## src/rtl/regfile_wr_arbiter.sv

```systemverilog
// Two-requester arbiter for the single register-file write port.
// Each requester owns a one-entry slot; slots drain oldest first and pending data is forwarded.
module regfile_wr_arbiter #(
    parameter int DATA_W = 32,
    parameter int ADDR_W = 5
) (
    input  logic              clk,
    input  logic              rst_n,
    input  logic              req0_valid,
    output logic              req0_ready,
    input  logic [ADDR_W-1:0] req0_addr,
    input  logic [DATA_W-1:0] req0_data,
    input  logic              req1_valid,
    output logic              req1_ready,
    input  logic [ADDR_W-1:0] req1_addr,
    input  logic [DATA_W-1:0] req1_data,
    output logic              we3,
    output logic [ADDR_W-1:0] a3,
    output logic [DATA_W-1:0] wd3,
    input  logic [ADDR_W-1:0] q_addr,
    output logic              q_hit,
    output logic [DATA_W-1:0] q_data,
    output logic [1:0]        pending
);

    logic [1:0]        r_full;
    logic [ADDR_W-1:0] r_addr [2];
    logic [DATA_W-1:0] r_data [2];
    logic              r_older;
    logic              r_tie;
    logic              r_rr;

    logic              w_in_valid [2];
    logic [ADDR_W-1:0] w_in_addr  [2];
    logic [DATA_W-1:0] w_in_data  [2];
    logic [1:0]        w_grant;
    logic [1:0]        w_ready;
    logic [1:0]        w_load;
    logic [1:0]        w_full_next;
    logic [1:0]        w_match;
    logic              w_both;
    logic              w_gsel;
    logic              w_younger;

    assign w_in_valid[0] = req0_valid;
    assign w_in_valid[1] = req1_valid;
    assign w_in_addr[0]  = req0_addr;
    assign w_in_addr[1]  = req1_addr;
    assign w_in_data[0]  = req0_data;
    assign w_in_data[1]  = req1_data;

    // Slots loaded on the same edge have no age order; the rr pointer breaks that tie.
    assign w_both    = &r_full;
    assign w_gsel    = w_both ? (r_tie ? r_rr : r_older) : (r_full[1] & ~r_full[0]);
    assign w_younger = r_tie ? ~r_rr : ~r_older;

    genvar gi;
    generate
        for (gi = 0; gi < 2; gi++) begin : g_slot
            assign w_grant[gi]     = r_full[gi] & (w_gsel == 1'(gi));
            assign w_ready[gi]     = ~r_full[gi] | w_grant[gi];
            assign w_load[gi]      = w_in_valid[gi] & w_ready[gi] & (w_in_addr[gi] != '0);
            assign w_full_next[gi] = w_load[gi] | (r_full[gi] & ~w_grant[gi]);
            assign w_match[gi]     = r_full[gi] & (r_addr[gi] == q_addr) & (q_addr != '0);

            always_ff @(posedge clk or negedge rst_n) begin
                if (!rst_n) begin
                    r_full[gi] <= 1'b0;
                    r_addr[gi] <= '0;
                    r_data[gi] <= '0;
                end else begin
                    r_full[gi] <= w_full_next[gi];
                    if (w_load[gi]) begin
                        r_addr[gi] <= w_in_addr[gi];
                        r_data[gi] <= w_in_data[gi];
                    end
                end
            end
        end
    endgenerate

    // A slot that reloads while the other stays full becomes the younger one.
    always_ff @(posedge clk or negedge rst_n) begin
        if (!rst_n) begin
            r_older <= 1'b0;
            r_tie   <= 1'b0;
            r_rr    <= 1'b0;
        end else begin
            if (w_both && r_tie) begin
                r_rr <= ~r_rr;
            end
            if (&w_full_next) begin
                if (&w_load) begin
                    r_tie <= 1'b1;
                end else begin
                    r_tie <= 1'b0;
                    if (w_load[0]) begin
                        r_older <= 1'b1;
                    end else if (w_load[1]) begin
                        r_older <= 1'b0;
                    end
                end
            end else begin
                r_tie <= 1'b0;
            end
        end
    end

    assign req0_ready = w_ready[0];
    assign req1_ready = w_ready[1];

    assign we3 = |r_full;
    assign a3  = we3 ? r_addr[w_gsel] : '0;
    assign wd3 = we3 ? r_data[w_gsel] : '0;

    always_comb begin
        q_data = '0;
        if (&w_match) begin
            q_data = r_data[w_younger];
        end else if (w_match[0]) begin
            q_data = r_data[0];
        end else if (w_match[1]) begin
            q_data = r_data[1];
        end
    end

    assign q_hit   = |w_match;
    assign pending = {1'b0, r_full[0]} + {1'b0, r_full[1]};

endmodule
```

## config.mk

```make
export PLATFORM = sky130hd
export DESIGN_NAME = regfile_wr_arbiter
export DESIGN_NICKNAME = d
export VERILOG_FILES = /design/src/rtl/regfile_wr_arbiter.sv
export SDC_FILE = /design/constraint.sdc
export NUM_CORES = 1
export LEC_CHECK = 0
export BUFFER_PORTS_ARGS = -buffer_cell sky130_fd_sc_hd__buf_2
export CAP_MARGIN = 20
export CORE_MARGIN = 1.5
export CORE_UTILIZATION = 50
export DETAILED_ROUTE_END_ITERATION = 8
export MAX_ROUTING_LAYER = met4
export PLACE_DENSITY = 0.9
export SLEW_MARGIN = 15
export SYNTH_ARGS = -nofsm -noshare
export SYNTH_HDL_FRONTEND = slang
export SYNTH_SLANG_ARGS = --single-unit
```

## constraint.sdc

```tcl
create_clock -name clk -period 2.3 [get_ports clk]
set_input_delay 0.46 -clock clk [delete_from_list [all_inputs] [get_ports clk]]
set_output_delay 0.46 -clock clk [all_outputs]
set_load 0.1 [all_outputs]
```

==> reports/metrics.cfg, run 1 <==
[clock_network]
cts_setup_buffers = 3
cts.repair.resized = 16
hold_buffers = 0
cts_buffer_depth = 2
numCtsBuffers = 9
clockRootBuffer = clkbuf_8
cts_max_level = 3
cts.sinks = 79

[logic_synthesis]
syn_area_per_cell_sq_um = 11.40
synthFlopType = dfrtp_1
yosysWarnings = 0
syn_area_sq_mm = 0.004275
syn-num-nets = 462
async_reset_ff_share_pct = 100.0
yosysSeqAreaShare_pct = 46.24
yosysUniqueCellTypes = 28
synth_edf_count = 0
ys_seq_elements = 79
syn_inst = 375

[place]
numPortBuffers = 157
gp_congestion = 0.8585
hpwl_mm = 11.33
placed_cells = 642
placed_area_sq_mm = 0.007377

[run_status]
status = did not finish
firstError = [ERROR DPL-0033] detailed placement checks failed during check placement.
stop_stage = 4_1_cts

[floorplan]
fp.dieW_um = 95.47
die_h_um = 95.47
io_pins = 158
initial_core_util_pct = 51.77
placement_rows = 33

-- metrics by stage --
step           utilization [%]  worst slack [ps]  hold WS, ps  setup TNS [ps]
2_1_floorplan                -            -72.15        164.4           -2331
3_3_place_gp             89.33            -553.6        482.7          -15500
3_5_place_dp             89.33            -675.7        485.5          -19010
-- synth_stat cells, types with 2 or more instances --
cell / number / share of area (%)
a21oi_1: 39 / 4.6
a22o_1: 32 / 6.6
mux2_4: 38 / 13
or4_1: 2 / 0.35
dfrtp_1: 79 / 46
nand4_1: 2 / 0.29
nor2_1: 5 / 0.44
buf_2: 8 / 0.94
xnor2_1: 10 / 2.0
clkbuf_1: 6 / 0.53
buf_4: 4 / 0.70
a21oi_2: 4 / 0.82
or4_4: 2 / 0.53
nor3_1: 2 / 0.23
buf_6: 9 / 2.4
mux2_2: 36 / 9.5
ha_1: 4 / 1.2
nand2_1: 80 / 7.0
inv_1: 4 / 0.35
-- kinds of logic after synthesis --
| group | count (synthesis) | synth area share, % |
|---|---|---|
| AO/OA/AOI/OAI | 81 | 13.37 |
| XOR/XNOR | 11 | 2.253 |
| adder cells (fa/ha/maj) | 4 | 1.171 |
| buffers and inverters | 31 | 4.887 |
| flip-flops | 79 | 46.24 |
| multiplexers | 75 | 23.06 |
| AND/OR/NAND/NOR | 94 | 9.014 |
==> run 2: changes to the inputs <==
--- a/config.mk
+++ b/config.mk
@@ -8,10 +8,9 @@
 export BUFFER_PORTS_ARGS = -buffer_cell sky130_fd_sc_hd__buf_2
 export CAP_MARGIN = 20
 export CORE_MARGIN = 1.5
-export CORE_UTILIZATION = 50
+export CORE_UTILIZATION = 40
 export DETAILED_ROUTE_END_ITERATION = 8
-export MAX_ROUTING_LAYER = met4
-export PLACE_DENSITY = 0.9
+export PLACE_DENSITY_LB_ADDON = 0.15
 export SLEW_MARGIN = 15
 export SYNTH_ARGS = -nofsm -noshare
 export SYNTH_HDL_FRONTEND = slang
==> run 2 against run 1 <==
The flow now finishes, with violations (negative setup slack). Synthesized cell count stayed put. Area after synthesis stayed put.
==> reports/metrics.cfg, run 2 <==
[logic_synthesis]
synth_compound_area_share_pct = 13.37  ; unchanged
async_reset_ff_share_pct = 100.0  ; unchanged
synthTopCellsByArea = dfrtp_1 (46%), mux2_4 (13%), mux2_2 (9.5%)
synthXorXnorAreaFrac_pct = 2.253  ; unchanged
yosysSeqAreaShare_pct = 46.24  ; unchanged
synthAdderAreaFrac_pct = 1.171  ; unchanged
synth_commonest_cells = nand2_1 (80), dfrtp_1 (79), a21oi_1 (39), mux2_4 (38), mux2_2 (36)
syn-num-nets = 462  ; unchanged
synth.most_common_cell = nand2_1
synth_simple_gate_area_share_pct = 9.014  ; unchanged
yosysTopAreaCell = dfrtp_1
yosysWarnings = 0  ; unchanged
syn_area_per_cell_sq_um = 11.40  ; unchanged
yosys.area.top_type_share_pct = 46.24  ; unchanged
syn_area_sq_mm = 0.004275  ; unchanged
synth.mux.area_fraction_pct = 23.06  ; unchanged
ys_seq_elements = 79  ; unchanged
synthFlopType = dfrtp_1
syn_inst = 375  ; unchanged
synth_edf_count = 0  ; unchanged
synth_top_family_by_area = multiplexers
yosysUniqueCellTypes = 28  ; unchanged

[drt]
viasPerCell = 5.934
ant_nets = 0
routed_wirelength_mm = 22.50
drc = 0
routedWlPerCell_um = 29.57
drtIter0Drc = 268
dr_total_vias = 4516
dr.pass1.iters = 5

[place]
hpwl_mm = 10.11  ; -11%
preCtsSetupSlack_ps = -654.0  ; +21.77 ps
gp_congestion = 0.8751  ; +1.9%
numPortBuffers = 157  ; unchanged
placed_cells = 679  ; +5.8%

[layout]
drive_above_1_share_pct = 83.25
final_nets = 703
syn_to_final_growth_pct = 116.4
largest_register_ffs = 64
finalNonFillerCells = 761
final_core_utilization_pct = 89.21
layout_commonest_cell = buf_12
final_cell_mix = buf_12 (103), buf_2 (83), dfrtp_1 (77)
reg_top3 = r_data x64, r_addr x10, r_full x2
top_register = r_data
fillers = 384

[floorplan]
die_h_um = 106.4  ; +11%
io_pins = 158  ; unchanged
placement_rows = 37  ; +12%
core_area_sq_mm = 0.01037
initial_core_util_pct = 41.23  ; -11 points
fp.dieW_um = 106.4  ; +11%
die_area_sq_mm = 0.01132

[timing]
finalSetupViolCount = 149
hold_violations = 0
min_period_ps = 3029
setup_tns_ps = -52400
fin_ws_ps = -728.6
fmax_mhz = 330.2
tightest_slew_ps = 531.7
timing.final.crit_share_pct = 131.7
slew_violations = 0
skew_ps = 10.55
rsz0062_at_grt = true
relSlewSlack_pct = 64.55

[grt]
grt_max_degree = 45
antenna_found_initial = 4
use_met3_pct = 5.457
grt_pass1_vias = 4457
top_usage_layer = met2
use_met1_pct = 36.41
use_met2_pct = 53.00
grt-ovfl-total = 0
grt_pass1_wl_mm = 25.36
grt.total_usage_pct = 30.08

[clock_network]
hold_buffers = 0  ; unchanged
path_clk_slew_ps = 100
cts.sinks = 79  ; unchanged
clockRootBuffer = clkbuf_8
tritoncts = built
cts_max_level = 3  ; unchanged
numCtsBuffers = 9  ; unchanged
clk_latency_ps = 370
cts_buffer_depth = 2  ; unchanged

[run_status]
violations = negative setup slack
status = finished, violations left

[critical_path]
reg2reg_slack_ps = -340
cp-start-kind = flop
critical_path.startpoint = r_addr[0]
rr_endpoint = r_older
worstSetupEndpointType = output pin
crit_fanout = 9
worst_ep_required_time_ps = 1840
critPathKind = flop to output pin
reg2reg_depth = 15
worstReg2RegStart = r_full[0]
arrival_ps = 2570

[flow_run]
maxCapViolCount = 0

[hold_path]
hold_class = primary input to async pin

## run 2: worst max-delay path by stage
| stage | end |
|---|---|
| after floorplan | q_data[0] |
| after global placement | q_data[24] |
| after detailed placement | q_data[24] |
| after CTS | q_data[24] |
| after global routing | q_data[2] |
| final | q_data[2] |
## run 2: layer usage
metal | part of all wire [%] | vias to the layer above
li1 | - | 1814
met1 | 36 | 2305
met2 | 51 | 306
met3 | 7.6 | 91
met4 | 5.0 | 0
met5 | 0 | -
## run 2: area by class of cell
type                       instances  area [sq um]  area share, %
antenna                            4         10.01         0.1082
timing repair buffer             256          3326          35.95
clock inverter                     4         31.28         0.3381
sequential                        79          1979          21.40
clock buffer                      12         145.1          1.569
multi-input combinational        266          3568          38.57
inverter                           4         21.27         0.2299
tap                              136         170.2          1.839
## run 2: per-stage QoR
step	hold WS, ps	area (sq um)
3_3_place_gp	458.1	7436
2_1_floorplan	164.4	5243
6_report	52.62	9251
4_1_cts	73.75	8471
5_1_grt	98.09	9249
3_5_place_dp	456.6	7436
## run 2: kinds of logic (layout without fill, tap and decap cells)
| group | count (synthesis) | in the layout |
|---|---|---|
| xor+xnor | 11 | 11 |
| flops | 79 | 79 |
| buf+inv | 31 | 276 |
| simple gates | 94 | 94 |
| fa+ha+maj | 4 | 4 |
| other cells | 0 | 4 |
| mux | 75 | 75 |
| compound gates | 81 | 82 |
## run 2: worst max-delay path: stages, from the launching register on
cell       delay [ps]
dfrtp_1           440
xnor2_1           200
nand4_1           230
buf_4             220
nor3_2            210
a21oi_4           110
buf_12            160
clkbuf_16         170
a22o_4            270
buf_12            170
## run 2: repair_timing
item | in CTS | in global routing
gates resized for setup | 120 | 81
setup buffers | 28 | 25
endpoints found under the setup margin | 71 | 147
pin swaps | 64 | 32
gates cloned | 5 | 12
Power of run 2 is not shown: default switching activity piles up to over one toggle a cycle in this logic, so the estimate is an artifact.
